`src/rtl/uart_pkg.sv`:
```
// Shared UART definitions: receiver/transmitter state encodings and the
// default serial bit period in clock cycles.
package uart_pkg;

   localparam int DEFAULT_CLOCKS_PER_BIT = 55;

   typedef enum logic [2:0] {
      IDLE    = 3'd0,
      START   = 3'd1,
      DATA_RX = 3'd2,
      STOP    = 3'd3,
      CLEANUP = 3'd4
   } uart_state_e;

endpackage

```
`src/rtl/uart_rx_if.sv`:
```
// Receive-side result bundle: the received byte plus its status strobes.
// The receiver drives it (master), the consumer reads it (slave).
interface uart_rx_if;

   logic [7:0] out_data_byte;
   logic       rx_done;
   logic       rx_frame_err;
   logic       rx_busy;

   modport master (
      output out_data_byte,
      output rx_done,
      output rx_frame_err,
      output rx_busy
   );

   modport slave (
      input out_data_byte,
      input rx_done,
      input rx_frame_err,
      input rx_busy
   );

endinterface

```
`src/rtl/uart_rx_sync_2ff.sv`:
```
// Two-flop synchronizer for a single asynchronous input. Both flops reset
// to RESET_VAL so an idle-high line does not look like a start edge.
module sync_2ff #(
   parameter bit RESET_VAL = 1'b1
) (
   input  logic clk,
   input  logic rst_n,
   input  logic d,
   output logic q
);

   logic meta;

   // Two-stage capture of the asynchronous input.
   // NOTE: sequential state uses non-blocking assignments so every flop samples pre-edge values.
   always_ff @(posedge clk or negedge rst_n) begin
      if (!rst_n) begin
         meta <= RESET_VAL;
         q    <= RESET_VAL;
      end else begin
         meta <= d;
         q    <= meta;
      end
   end

endmodule

```
`src/rtl/uart_rx.sv`:
```
// 8N1 UART receiver. The line is synchronized, the start bit is confirmed
// at its mid-point, then each data bit and the stop bit are sampled at
// their centres. A good stop bit publishes the byte with rx_done; a low
// stop bit pulses rx_frame_err and leaves the published byte alone.
module uart_rx
   import uart_pkg::*;
#(
   parameter int CLOCKS_PER_BIT = DEFAULT_CLOCKS_PER_BIT,
   parameter int HALF_BIT       = (CLOCKS_PER_BIT - 1) / 2
) (
   input  logic     clk,
   input  logic     rst_n,
   input  logic     rx_in,
   uart_rx_if.master rx_bus
);

   localparam int CNT_W = $clog2(CLOCKS_PER_BIT);
   localparam logic [CNT_W-1:0] CNT_LAST = CNT_W'(CLOCKS_PER_BIT - 1);
   localparam logic [CNT_W-1:0] CNT_HALF = CNT_W'(HALF_BIT);

   logic             rx_s;

   uart_state_e      state, state_next;
   logic [CNT_W-1:0] cnt, cnt_next;
   logic [2:0]       bit_index, bit_index_next;
   logic [7:0]       shift_reg, shift_reg_next;
   logic [7:0]       data_q, data_next;
   logic             done_q, done_next;
   logic             err_q, err_next;
   // Set by a framing error; while set, a low line is treated as a break
   // and never confirmed as a start bit. Cleared once the line idles high.
   logic             brk_q, brk_next;

   sync_2ff #(.RESET_VAL(1'b1)) u_sync (
      .clk   (clk),
      .rst_n (rst_n),
      .d     (rx_in),
      .q     (rx_s)
   );

   // State and datapath registers.
   always_ff @(posedge clk or negedge rst_n) begin
      if (!rst_n) begin
         state     <= IDLE;
         cnt       <= '0;
         bit_index <= '0;
         shift_reg <= '0;
         data_q    <= 8'h00;
         done_q    <= 1'b0;
         err_q     <= 1'b0;
         brk_q     <= 1'b0;
      end else begin
         state     <= state_next;
         cnt       <= cnt_next;
         bit_index <= bit_index_next;
         shift_reg <= shift_reg_next;
         data_q    <= data_next;
         done_q    <= done_next;
         err_q     <= err_next;
         brk_q     <= brk_next;
      end
   end

   // Next-state and datapath update for the receive sequence.
   // NOTE: every variable gets a default first so no path leaves it unassigned and infers a latch.
   always_comb begin
      state_next     = state;
      cnt_next       = cnt;
      bit_index_next = bit_index;
      shift_reg_next = shift_reg;
      data_next      = data_q;
      done_next      = 1'b0;
      err_next       = 1'b0;
      brk_next       = brk_q;

      case (state)
         IDLE: begin
            cnt_next       = '0;
            bit_index_next = '0;
            if (rx_s) begin
               brk_next = 1'b0;
            end else begin
               state_next = START;
            end
         end

         START: begin
            if (cnt == CNT_HALF) begin
               cnt_next = '0;
               if (!rx_s && !brk_q) begin
                  state_next = DATA_RX;
               end else begin
                  state_next = IDLE;
               end
            end else begin
               cnt_next = cnt + CNT_W'(1);
            end
         end

         DATA_RX: begin
            if (cnt == CNT_LAST) begin
               cnt_next                  = '0;
               shift_reg_next[bit_index] = rx_s;
               if (bit_index == 3'd7) begin
                  bit_index_next = '0;
                  state_next     = STOP;
               end else begin
                  bit_index_next = bit_index + 3'd1;
               end
            end else begin
               cnt_next = cnt + CNT_W'(1);
            end
         end

         STOP: begin
            if (cnt == CNT_LAST) begin
               cnt_next   = '0;
               state_next = CLEANUP;
               if (rx_s) begin
                  data_next = shift_reg;
                  done_next = 1'b1;
               end else begin
                  err_next = 1'b1;
                  brk_next = 1'b1;
               end
            end else begin
               cnt_next = cnt + CNT_W'(1);
            end
         end

         CLEANUP: begin
            cnt_next       = '0;
            bit_index_next = '0;
            state_next     = IDLE;
         end

         default: begin
            cnt_next       = '0;
            bit_index_next = '0;
            state_next     = IDLE;
         end
      endcase
   end

   assign rx_bus.out_data_byte = data_q;
   assign rx_bus.rx_done       = done_q;
   assign rx_bus.rx_frame_err  = err_q;
   assign rx_bus.rx_busy       = (state != IDLE);

endmodule

```
`src/flat_wrapper.sv`:
```
// flat-port wrapper written by rule: the top's interface ports become plain ports
module uart_rx_flat import uart_pkg::*;
#(
   parameter int CLOCKS_PER_BIT = DEFAULT_CLOCKS_PER_BIT,
   parameter int HALF_BIT       = (CLOCKS_PER_BIT - 1) / 2
)
  (clk, rst_n, rx_in, rx_bus_out_data_byte, rx_bus_rx_done, rx_bus_rx_frame_err, rx_bus_rx_busy);
  uart_rx_if rx_bus_i ();
  input  logic clk;
  input  logic rst_n;
  input  logic rx_in;
  output wire logic [$bits(rx_bus_i.out_data_byte)-1:0] rx_bus_out_data_byte;
  output wire logic [$bits(rx_bus_i.rx_done)-1:0] rx_bus_rx_done;
  output wire logic [$bits(rx_bus_i.rx_frame_err)-1:0] rx_bus_rx_frame_err;
  output wire logic [$bits(rx_bus_i.rx_busy)-1:0] rx_bus_rx_busy;
  assign rx_bus_out_data_byte = rx_bus_i.out_data_byte;
  assign rx_bus_rx_done = rx_bus_i.rx_done;
  assign rx_bus_rx_frame_err = rx_bus_i.rx_frame_err;
  assign rx_bus_rx_busy = rx_bus_i.rx_busy;
  uart_rx #(.CLOCKS_PER_BIT(CLOCKS_PER_BIT), .HALF_BIT(HALF_BIT)) u_core (.clk(clk), .rst_n(rst_n), .rx_in(rx_in), .rx_bus(rx_bus_i));
endmodule
```
`config.mk`:
```
export PLATFORM = sky130hd
export DESIGN_NAME = uart_rx_flat
export DESIGN_NICKNAME = d
export VERILOG_FILES = /design/src/rtl/uart_pkg.sv /design/src/rtl/uart_rx_if.sv /design/src/rtl/uart_rx_sync_2ff.sv /design/src/rtl/uart_rx.sv /design/src/flat_wrapper.sv
export SDC_FILE = /design/constraint.sdc
export NUM_CORES = 1
export LEC_CHECK = 0
export ABC_CLOCK_PERIOD_IN_PS = 3200
export CAP_MARGIN = 20
export CORE_MARGIN = 1.5
export CORE_UTILIZATION = 60
export CTS_CLUSTER_SIZE = 12
export DETAILED_ROUTE_END_ITERATION = 6
export PLACE_DENSITY = 0.82
export RECOVER_POWER = 100
export SLEW_MARGIN = 10
export SYNTH_ARGS = -nofsm -noshare
export SYNTH_HDL_FRONTEND = slang
export SYNTH_SLANG_ARGS = --single-unit
export TNS_END_PERCENT = 20
```
`constraint.sdc`:
```
create_clock -name clk -period 3.2 [get_ports clk]
set_clock_uncertainty 0.1 [all_clocks]
set_input_delay 0.32 -clock clk [delete_from_list [all_inputs] [get_ports clk]]
set_output_delay 0.32 -clock clk [all_outputs]
set_load 0.02 [all_outputs]
```
* Word level (Yosys, flattened, before mapping)
Cells that the tools add are included.
** Word-level totals
- Memories kept :: 0
- Memory bits (writable) :: 0
- Input port bits :: 3
- Memory bits (read-only) :: 0
- Bits in registers :: 33
- Bits in latches :: 0
** Operators by class
- Order comparisons :: 2
- Add/sub/neg operators :: 2
- Multiplexer cells :: 26
- Eq/ne operators :: 13
- Shift-type cells :: 0
- Bitwise operators :: 1
- Divide/modulo/power cells :: 0
- Multipliers :: 0
- Reductions and logical operators :: 14
** Operators by type and width (count)
- two-way mux 3 bit :: 7
- two-way mux 6 bit :: 2
- one-hot mux 3 bit (4 select lines) :: 1
- one-hot mux 6 bit (2 select lines) :: 1
- two-way mux 1 bit :: 10
- bitwise mux 8 bit :: 1
- != test 2 x 1 -> 1 bit, second input constant :: 4
- adder 6 x 1 -> 6 bit, second input constant :: 1
- == test 3 x 2 -> 1 bit, second input constant :: 2
- == test 6 x 5 -> 1 bit, second input constant :: 1
- == test 6 bit, second input constant :: 1
- != test 2 bit, second input constant :: 3
- one-hot mux 3 bit (2 select lines) :: 1
- AND reduction 5 bit :: 1
- < comparator 3 x 4 -> 1 bit, second input constant :: 1
- AND reduction 2 bit :: 2
- AND reduction 4 bit :: 1
- OR reduction 2 bit :: 2
- adder 3 x 1 -> 3 bit, second input constant :: 1
- demux 1 bit (select 3 bit) :: 1
- == test 3 x 1 -> 1 bit, second input constant :: 1
- == test 3 bit, second input constant :: 1
- greater-or-equal comparator 3 x 1 -> 1 bit, second input constant :: 1
- logical NOT 3 bit :: 1
- other kinds (8) :: 10

* Depth between registers and ports, before layout
Gate-level depths: netlist of run 1.
- Word-level depth :: 5
- Mapped depth :: 7
- Depth with buffers taken out :: 5

* Modules after synthesis
From an unflattened synthesis of run 1, not the netlist that was laid out.
** Unflattened totals
- Cells, all modules :: 126
- Area total of the unflattened synthesis :: 1514.0 um^2
** By module, submodules not included
- uart_rx :: sequential area each 775.7 um^2, cells an instance 124, instances 1, area an instance 1461.4 um^2
- sync_2ff :: sequential area each 52.6 um^2, cells an instance 2, instances 1, area an instance 52.6 um^2

* Worst setup path after synthesis of run 1
OpenSTA, ideal clock, no wires.
- Path type :: reg2reg
- Start point :: reg u_core.cnt[0]
- End point :: reg u_core.data_q[0], in the netlist u_core.rx_bus.out_data_byte[0]
- Library setup time :: 125 ps
- Cell stages (with the launch flop) :: 7
- Path slack :: 1379 ps
- Data arrival time :: 1596 ps
- Period minus slack after synthesis :: 1821 ps
- Required time :: 2975 ps
- Path through :: dfrtp_1 > inv_1 > ha_1 > nand4_1 > or4_1 > buf_4 > mux2_4
** Between the ends
- Longest elaborated chain between the ends :: 2
** Ends and longest elaborated chain
- from (decl) :: RTL line uart_rx.sv:24 : logic [CNT_W-1:0] cnt, cnt_next;
- from (signal assigned) :: RTL line uart_rx.sv:54 : cnt <= cnt_next;
- == test 6 bit :: RTL line uart_rx.sv:116 : if (cnt == CNT_LAST) begin
- AND reduction 3 bit (no line)
- to (signal assigned) :: RTL line uart_rx.sv:57 : data_q <= data_next;
- to (decl) :: RTL line uart_rx.sv:27 : logic [7:0] data_q, data_next;
No other way between the ends.
A chain may end at the register's enable or synchronous reset.

* Final worst setup path of run 1
- Start point :: reg u_core.cnt[0]
- End point :: reg u_core.data_q[1], in the netlist u_core.rx_bus.out_data_byte[1]
The elaborated chain is that of the path after synthesis.

==> out/metrics.yaml, run 1 <==
status: "complete, but fails checks"
violations: "capacitance limit, slew limit"
ctsHoldBuffers: 0
reg2reg_from: "u_core.cnt[0]$_DFF_PN0_"
via_per_inst: 6.12
setup-tns-final_ns: 0
path_buf_inv: 2
start_util_pct: 62.5
period_minus_slack_ns: 2.46
slew_headroom_pct: -9.54
rsz0062_at_grt: "false"
powerDensity_nw_per_um2: 449
tritoncts: "built"
clockPowerShare_pct: 28.2
r2r_cells: 6
synthDistinctLibCells: 44
clk_pin_slew_ns: 0.10
post_cts_buffers: 0
ant_nets: 0
grt_pass1_wl_um: 5040
io_pins: 14
grt_max_degree: 34
crit_path_start_kind: "flop"
nNetsFinal: 159
hpwl_um: 2000
io_buffers: 13
netSwitchingFraction_pct: 29.4
synth_top_area_share_pct: 45.8
die_x_um: 56.1
syn-num-nets: 149
hold_path_class: "reg2reg"
area_delta_synth_final_pct: 5.54
coreArea_um2: 2710
post_drt_wl_per_cell_um: 15.4
dieHeight_um: 56.1
drt_iter0_drc: 28
ys_ff_latch: 33
worstPathCellList: "inv_1, ha_1, nand4_1, clkbuf_1, or4_1, mux2_1"
p_comb_share_pct: 13.4
endpoint: "u_core.rx_bus.out_data_byte[1]$_DFFE_PN0P_"
netlist_area_um2: 1690
crit_fanout: 20
clock_path_buffers: 2
ff2ff_setup_slack_ns: 0.74
cap_violations: 1
startpoint: "u_core.cnt[0]$_DFF_PN0_"
p_leak_nw: 0.830
clock-root-buffer: "clkbuf_4"
antenna_found_initial: 0
drive_gt1_share_pct: 7.19
cts_buffers: 5
clock_sinks: 33
vdd_drop_max_mv: 0.418
num_vias: 1126
min_period_over_period_pct: 76.8
yosys_warnings: 0
max_stage_delay_ns: 0.79
core.rowCount: 19
grt_overflow: 0
grt_pass1_vias: 1089
worstMarginPinSlew_ns: 1.64
crit_path_end_kind: "flop"
setup_violations: 0
fin_util_pct: 66.0
insertion_delay_ns: 0.34
hold_viol_final: 0
path_class: "reg2reg"
syn_area_per_cell_um2: 11.9
num_antenna_cells: 0
route.detailed.drc: 0
p_int_w: 0.000567
htreeDepth: 2
yosysTopAreaCell: "dfrtp_1"
postSynthCellCount: 142
critical-path-top-delay-family: "simple AND/OR/NAND/NOR gates"
grt_usage_pct: 21.0
fmax_mhz: 407
dr.pass1.iters: 4
r2r_end: "u_core.rx_bus.out_data_byte[1]$_DFFE_PN0P_"
power.switching_w: 0.000236
drv_slew: 34
cpMaxStageDelayCell: "or4_1"
gp_congestion: 0.844
hold_ws_ns: 0.260
cts_resized: 0
worst_ep_arrival_time_ns: 2.59
synth-seq-area-share_pct: 48.9
final_cell_area_um2: 1790
die_area_um2: 3150
synth_area_leaders: "dfrtp_1 46%, mux2_4 7.1%, nor4_2 5.9%"
seqPwrFrac_pct: 58.5
drt-total-wl_um: 2830
cp.required_ns: 3.33
worst-path-stages: 6
placed_area_um2: 1820
layout by cell type (no fill, tap or decap), drive strengths merged, types with 2 or more instances in the layout:
cell         count
nor4             9
nor2             3
or2              2
o21ai            3
ha               4
clkbuf           7
inv              5
dfstp            2
mux2            16
a31oi            2
nand2            5
dfrtp           31
nand3b           6
xor2             2
or3b             4
nand3            3
dlygate4sd3     13
a211oi           5
or4              2
clkinv           3
or3              5
o211ai           4
Yosys cell counts, drive strengths merged:
cell type	count
dfrtp	31
nand2	5
ha	4
nand2b	1
inv	6
or2	2
nor4	9
a21o	1
nor2b	1
nand3	3
dfstp	2
and2b	1
o2111ai	1
xnor2	1
mux2	16
nand4b	1
or4	2
o21ai	3
nor3	1
clkbuf	4
o311ai	1
or3	5
o21a	1
o41ai	1
nor2	3
nor3b	1
nand4	1
or3b	4
nand3b	6
a31oi	2
o32ai	1
a221oi	1
o211ai	4
a211oi	5
buf	9
xor2	2
per-stage QoR:
stage | total power (W) | instances | worst slack (ns)
floorplan | 0.000560 | 142 | 1.38
global placement | 0.000587 | 176 | 0.966
detailed placement | 0.000593 | 176 | 0.890
CTS | 0.000818 | 184 | 0.871
global route | 0.000845 | 184 | 0.599
finish | 0.000802 | 184 | 0.741
logic make-up after synthesis:
| logic type | after synthesis | share of synthesized area (%) |
|---|---|---|
| xor+xnor | 3 | 1.55 |
| simple gates | 46 | 19.9 |
| compound gates | 21 | 9.08 |
| fa+ha+maj | 4 | 2.95 |
| buf+inv | 19 | 5.17 |
| flops | 33 | 48.9 |
| mux | 16 | 12.4 |
power by group through the flow:
stage / clock network, W / logic [W] / registers [W]
floorplan: 0 / 0.0000933 / 0.000467
global placement: 0 / 0.000111 / 0.000476
detailed placement: 0 / 0.000116 / 0.000477
CTS: 0.000233 / 0.000116 / 0.000468
global route: 0.000249 / 0.000121 / 0.000474
finish: 0.000226 / 0.000107 / 0.000469
layout make-up:
| cell class | count | area, um^2 |
|---|---|---|
| fillers | 225 | 922 |
| flip-flops and latches | 33 | 828 |
| multi-input cells | 90 | 698 |
| repair buffers | 16 | 145 |
| well taps | 31 | 38.8 |
| clock buffers | 5 | 37.5 |
| inverters | 6 | 22.5 |
| clock inverters | 3 | 17.5 |
metal layers:
| metal | wire (um) | track usage [%] |
|---|---|---|
| met1 | 1340 | 26.7 |
| met2 | 1290 | 32.1 |
| met3 | 111 | 6.51 |
| met4 | 81 | 10.9 |
| met5 | 0 | 0 |
how the worst min path moves through the flow:
stage | start | endpoint | slack (ns) | cells after the start
global placement | u_core.u_sync.meta$_DFF_PN1_ | u_core.u_sync.q$_DFF_PN1_ | 0.25 | 0
finish | u_core.u_sync.meta$_DFF_PN1_ | u_core.u_sync.q$_DFF_PN1_ | 0.26 | 0
global route | u_core.u_sync.meta$_DFF_PN1_ | u_core.u_sync.q$_DFF_PN1_ | 0.26 | 0
floorplan | rst_n | u_core.bit_index[0]$_DFFE_PN0P_ | -0.08 | 0
detailed placement | u_core.u_sync.meta$_DFF_PN1_ | u_core.u_sync.q$_DFF_PN1_ | 0.25 | 0
CTS | rst_n | u_core.brk_q$_DFFE_PN0P_ | 0.26 | 2
Power figures use the tool's default switching activity.
==> run 2: changes to the inputs <==
--- a/config.mk
+++ b/config.mk
@@ -5,13 +5,13 @@
 export SDC_FILE = /design/constraint.sdc
 export NUM_CORES = 1
 export LEC_CHECK = 0
-export ABC_CLOCK_PERIOD_IN_PS = 3200
+export ABC_CLOCK_PERIOD_IN_PS = 2500
 export CAP_MARGIN = 20
 export CORE_MARGIN = 1.5
-export CORE_UTILIZATION = 60
+export CORE_UTILIZATION = 57
 export CTS_CLUSTER_SIZE = 12
 export DETAILED_ROUTE_END_ITERATION = 6
-export PLACE_DENSITY = 0.82
+export PLACE_DENSITY = 0.79
 export RECOVER_POWER = 100
 export SLEW_MARGIN = 10
 export SYNTH_ARGS = -nofsm -noshare
==> constraint.sdc (replaced) <==
create_clock -name clk -period 2.5 [get_ports clk]
set_clock_uncertainty 0.1 [all_clocks]
set_input_delay 0.25 -clock clk [delete_from_list [all_inputs] [get_ports clk]]
set_output_delay 0.25 -clock clk [all_outputs]
set_load 0.02 [all_outputs]
==> run 2 against run 1 <==
Net effect:
- the run still ends with capacitance limit, slew limit left
- hold slack got worse by 0.0046 ns
- register-to-register slack got worse by 0.36 ns
- via count grew 0.27%
- first-iteration DRC count is 32% higher
- sequential share of layout area down 0.86 points
- critical endpoint is now rx_bus_rx_busy
- highest routed layer unchanged
==> out/metrics.yaml, run 2 (same netlist as run 1, synthesis figures left out) <==
status: "complete, but fails checks"
violations: "capacitance limit, slew limit"
setup-tns-final_ns: 0  # unchanged
io_buffers: 13  # unchanged
num_vias: 1129  # +0.27%
p_int_w: 0.000859  # +52%
crit_path_start_kind: "flop"
worstMarginPinSlew_ns: 1.70  # +0.0612 ns
worst_ep_arrival_time_ns: 1.87  # -0.72 ns
clock_sinks: 33  # unchanged
via_per_inst: 6.14  # +0.27%
post_drt_wl_per_cell_um: 15.7  # +1.9%
setup_violations: 0  # unchanged
crit_path_end_kind: "output port"
period_minus_slack_ns: 2.22
core.rowCount: 19  # unchanged
fmax_mhz: 451
area_delta_synth_final_pct: 7.53
final_common_cell: "dfrtp_1"
path_class: "reg2out"
cp.required_ns: 2.15  # -1.18 ns
seqPwrFrac_pct: 52.2  # -6.3 points
reg2reg_from: "u_core.state[1]$_DFFE_PN0P_"
drv_slew: 34  # unchanged
r2r_cells: 3  # -3
vdd_drop_max_mv: 0.442  # +5.7%
clock_path_buffers: 2  # unchanged
cap_violations: 1  # unchanged
htreeDepth: 2  # unchanged
die_area_um2: 3310  # +5.0%
grt_usage_pct: 20.6  # -0.35 points
route.detailed.drc: 0  # unchanged
netSwitchingFraction_pct: 25.7  # -3.7 points
post_cts_buffers: 0  # unchanged
drt-total-wl_um: 2880  # +1.9%
gp_congestion: 0.829  # -1.8%
clock-root-buffer: "clkbuf_4"
die_x_um: 57.5  # +2.5%
most-common-layout-cells: "31 x dfrtp_1, 16 x mux2_1, 12 x dlygate4sd3_1"
antenna_found_initial: 0  # unchanged
grt_max_degree: 34  # unchanged
insertion_delay_ns: 0.33  # about the same
grt_pass1_vias: 1109  # +1.8%
nNetsFinal: 159  # unchanged
ff2ff_setup_slack_ns: 0.38  # -0.36 ns
hold_ws_ns: 0.255  # -0.00464 ns
hpwl_um: 1970  # -1.4%
cts_buffers: 5  # unchanged
startpoint: "u_core.state[1]$_DFFE_PN0P_"
p_comb_share_pct: 12.3  # -1.1 points
tritoncts: "built"
dr.pass1.iters: 5  # +1
cts_resized: 0  # unchanged
total_power_w: 0.00116  # +44%
clk_pin_slew_ns: 0.10  # about the same
power.switching_w: 0.000297  # +26%
p_leak_nw: 0.850  # +2.4%
start_util_pct: 60.9  # -1.6 points
min_period_over_period_pct: 88.8
rsz0062_at_grt: "false"
grt_overflow: 0  # unchanged
io_pins: 14  # unchanged
hold_viol_final: 0  # unchanged
ctsHoldBuffers: 0  # unchanged
coreArea_um2: 2780  # +2.6%
dieHeight_um: 57.5  # +2.5%
fillers: 238  # +5.8%
ant_nets: 0  # unchanged
r2r_end: "u_core.shift_reg[0]$_DFFE_PN0P_"
clockPowerShare_pct: 35.6  # +7.4 points
drive_gt1_share_pct: 7.19  # unchanged
drt_iter0_drc: 37  # +32%
slew_headroom_pct: -13.6  # -4.1 points
powerDensity_nw_per_um2: 634  # +41%
num_antenna_cells: 0  # unchanged
grt_pass1_wl_um: 5190  # +2.9%
crit_fanout: 16  # -20%
hold_path_class: "reg2reg"
endpoint: "rx_bus_rx_busy"
-- run 2: power groups by stage --
stage / logic (W) / registers, W / clock network (W)
floorplan: 0.000119 / 0.000597 / 0
global placement: 0.000143 / 0.000609 / 0
detailed placement: 0.000151 / 0.000609 / 0
CTS: 0.000151 / 0.000601 / 0.000424
finish: 0.000142 / 0.000603 / 0.000411
global route: 0.000159 / 0.000610 / 0.000446
-- run 2: worst min-delay path by stage --
stage                            startpoint                                    to  slack, ns  depth (start not counted)
6_report       u_core.u_sync.meta$_DFF_PN1_             u_core.u_sync.q$_DFF_PN1_       0.25                          0
5_1_grt        u_core.u_sync.meta$_DFF_PN1_             u_core.u_sync.q$_DFF_PN1_       0.26                          0
4_1_cts                               rst_n  u_core.rx_bus.rx_frame_err$_DFF_PN0_       0.22                          2
3_5_place_dp   u_core.u_sync.meta$_DFF_PN1_             u_core.u_sync.q$_DFF_PN1_       0.25                          0
3_3_place_gp   u_core.u_sync.meta$_DFF_PN1_             u_core.u_sync.q$_DFF_PN1_       0.26                          0
2_1_floorplan                         rst_n       u_core.bit_index[0]$_DFFE_PN0P_      -0.15                          0
-- run 2: through the flow --
stage / utilization [%] / worst slack [ns] / cell area, um^2 / cells
6_report: 65.5 / 0.281 / 1820 / 184
5_1_grt: 65.5 / 0.135 / 1820 / 184
4_1_cts: 68.5 / 0.280 / 1910 / 184
3_5_place_dp: 65.5 / 0.383 / 1820 / 176
3_3_place_gp: 65.5 / 0.416 / 1820 / 176
2_1_floorplan: - / 0.679 / 1690 / 142
-- run 2: cell type report --
cell class                      count  area [um^2]  share of cell area [%]
Tap cell                           31         38.8                    2.13
Clock buffer                        7         55.1                    3.02
Multi-Input combinational cell     90          698                    38.3
Inverter                            6         22.5                    1.24
Timing Repair Buffer               16          149                    8.17
Clock inverter                      1         30.0                    1.65
Sequential cell                    33          828                    45.5
-- run 2: worst max-delay path, stage by stage, from the launching register on --
cell and delay, ns:
dfrtp_1 0.54, or3_1 0.45, clkdlybuf4s50_1 0.56
-- run 2: routing by layer --
metal / vias up / GRT usage (%) / share of wire, %
met4: 0 / 8.97 / 1.3
met5: - / 0 / 0
met3: 4 / 5.44 / 3.9
li1: 541 / - / -
met2: 27 / 31.0 / 46
met1: 557 / 28.2 / 48
==> run 3: changes to the inputs <==
--- a/config.mk
+++ b/config.mk
@@ -9,10 +9,12 @@
 export CAP_MARGIN = 20
 export CORE_MARGIN = 1.5
 export CORE_UTILIZATION = 57
+export CTS_CLUSTER_DIAMETER = 50
 export CTS_CLUSTER_SIZE = 12
 export DETAILED_ROUTE_END_ITERATION = 6
 export PLACE_DENSITY = 0.79
 export RECOVER_POWER = 100
+export SETUP_SLACK_MARGIN = 0.5
 export SLEW_MARGIN = 10
 export SYNTH_ARGS = -nofsm -noshare
 export SYNTH_HDL_FRONTEND = slang
==> run 3 against run 2 <==
Net effect:
- the flow now finishes without violations
- sequential share of layout area is essentially flat
- global-route usage hardly changed
- core utilization increased by 0.27 points
- total power increased by 0.29%
- clock power hardly changed
- critical path depth rose by 3
- non-clock buffer count unchanged
- maximum frequency rose by 8.1%
- first-iteration DRC count grew 11%
- final area rose by 0.41%
- cell count unchanged
- via count shrank 0.80%
- critical endpoint is now u_core.rx_bus.out_data_byte[5]$_DFFE_PN0P_
- highest routed layer unchanged
==> out/metrics.yaml, run 3 (same netlist as run 1, synthesis figures left out) <==
nNetsFinal: 159  # unchanged
startpoint: "u_core.cnt[0]$_DFF_PN0_"
setup_ws_ns: 0.447  # +0.167 ns
grt_max_degree: 34  # unchanged
crit_path_start_kind: "flop"
ant_nets: 0  # unchanged
setup-tns-final_ns: 0  # unchanged
grt_pass1_vias: 1110  # +0.090%
via_per_inst: 6.09  # -0.80%
post_cts_buffers: 0  # unchanged
gp_congestion: 0.829  # unchanged
worst_ep_arrival_time_ns: 2.17  # +0.30 ns
drv_slew: 0  # -100%
fmax_mhz: 487  # +8.1%
htreeDepth: 2  # unchanged
powerDensity_nw_per_um2: 633  # -0.12%
min_period_over_period_pct: 82.1  # -6.7 points
num_antenna_cells: 0  # unchanged
start_util_pct: 60.9  # unchanged
ctsHoldBuffers: 0  # unchanged
vdd_drop_max_mv: 0.445  # +0.58%
reg2reg_from: "u_core.cnt[0]$_DFF_PN0_"
post-place-ws_ns: 0.383  # unchanged
clock_sinks: 33  # unchanged
area_delta_synth_final_pct: 7.98
slew_headroom_pct: 56.1  # +70 points
grt_usage_pct: 20.7  # +0.048 points
layout.cells.non_filler: 184  # unchanged
post_drt_wl_per_cell_um: 15.6  # -0.17%
period_minus_slack_ns: 2.05  # -0.167 ns
status: "finished clean"
core.rowCount: 19  # unchanged
die_area_um2: 3310  # unchanged
place_inst: 176  # unchanged
insertion_delay_ns: 0.33  # about the same
io_buffers: 13  # unchanged
cts_buffers: 5  # unchanged
dr.pass1.iters: 4  # -1
fillers: 236  # -0.84%
rsz0062_at_grt: "true"
hpwl_um: 1970  # unchanged
worstMarginPinSlew_ns: 0.651  # -1.05 ns
hold_viol_final: 0  # unchanged
hold_start: "u_core.u_sync.meta$_DFF_PN1_"
drt-total-wl_um: 2880  # -0.17%
drt_iter0_drc: 41  # +11%
coreArea_um2: 2780  # unchanged
setup_violations: 0  # unchanged
die_x_um: 57.5  # unchanged
path_class: "reg2reg"
most-common-layout-cells: "29 x dfrtp_1, 16 x mux2_1, 12 x dlygate4sd3_1"
tritoncts: "built"
cp.required_ns: 2.62  # +0.47 ns
dieHeight_um: 57.5  # unchanged
crit_fanout: 9  # -7
clk_pin_slew_ns: 0.10  # about the same
hold_path_class: "reg2reg"
io_pins: 14  # unchanged
final_common_cell: "dfrtp_1"
route.detailed.drc: 0  # unchanged
num_vias: 1120  # -0.80%
cap_violations: 0  # -1
clock_path_buffers: 2  # unchanged
clock-root-buffer: "clkbuf_4"
crit_path_end_kind: "flop"
p_leak_nw: 0.856  # +0.71%
grt_overflow: 0  # unchanged
drive_gt1_share_pct: 10.5  # +3.3 points
antenna_found_initial: 0  # unchanged
grt_pass1_wl_um: 5200  # +0.13%
hold_ws_ns: 0.255  # +0.000246 ns
run 3: path summary, 6_finish.rpt:
kind	endpoint	slack, ns	cells past startpoint
min reg2reg	u_core.u_sync.q$_DFF_PN1_	0.26	0
max	u_core.rx_bus.out_data_byte[5]$_DFFE_PN0P_	0.45	5
max in group asynchronous	u_core.u_sync.meta$_DFF_PN1_	1.69	2
min	u_core.u_sync.q$_DFF_PN1_	0.26	0
min in group asynchronous	u_core.rx_bus.rx_done$_DFF_PN0_	0.29	2
max reg2reg	u_core.rx_bus.out_data_byte[5]$_DFFE_PN0P_	0.45	5
run 3: timing repair:
item | CTS | global route
setup endpoints to repair | 17 | 15
gates resized for setup | 4 | 2
cloned | 0 | 0
run 3: per-layer routing:
layer / vias up / track usage, % / share of wire, %
li1: 550 / - / -
met1: 543 / 28.4 / 49
met2: 23 / 31.0 / 46
met3: 4 / 5.44 / 3.9
met4: 0 / 8.97 / 1.3
met5: - / 0 / 0
run 3: per-stage QoR:
stage                     power [W]  area [um^2]  util [%]
after floorplan            0.000717         1690         -
after global placement     0.000752         1820      65.5
after detailed placement   0.000761         1820      65.5
after CTS                   0.00118         1910      68.7
after global routing        0.00122         1830      65.8
final                       0.00116         1830      65.8
run 3: where the power goes:
group / internal [W] / leakage (nW) / switching, W
Sequential: 0.000564 / 0.441 / 0.0000391
Clock: 0.000239 / 0.0455 / 0.000174
Combinational: 0.0000578 / 0.369 / 0.0000845
run 3: layout make-up:
cell class                 instances  area, um^2  area share, %
sequential                        33         831           45.4
multi-input combinational         90         701           38.3
timing repair buffer              16         151           8.28
clock buffer                       7        55.1           3.01
tap                               31        38.8           2.12
clock inverter                     1        30.0           1.64
inverter                           6        22.5           1.23
run 3: critical path, stage by stage, from the launching register on:
cell     delay, ns
dfrtp_1       0.42
inv_1         0.07
ha_1          0.14
nand4_1       0.12
or4_1         0.71
mux2_1        0.39
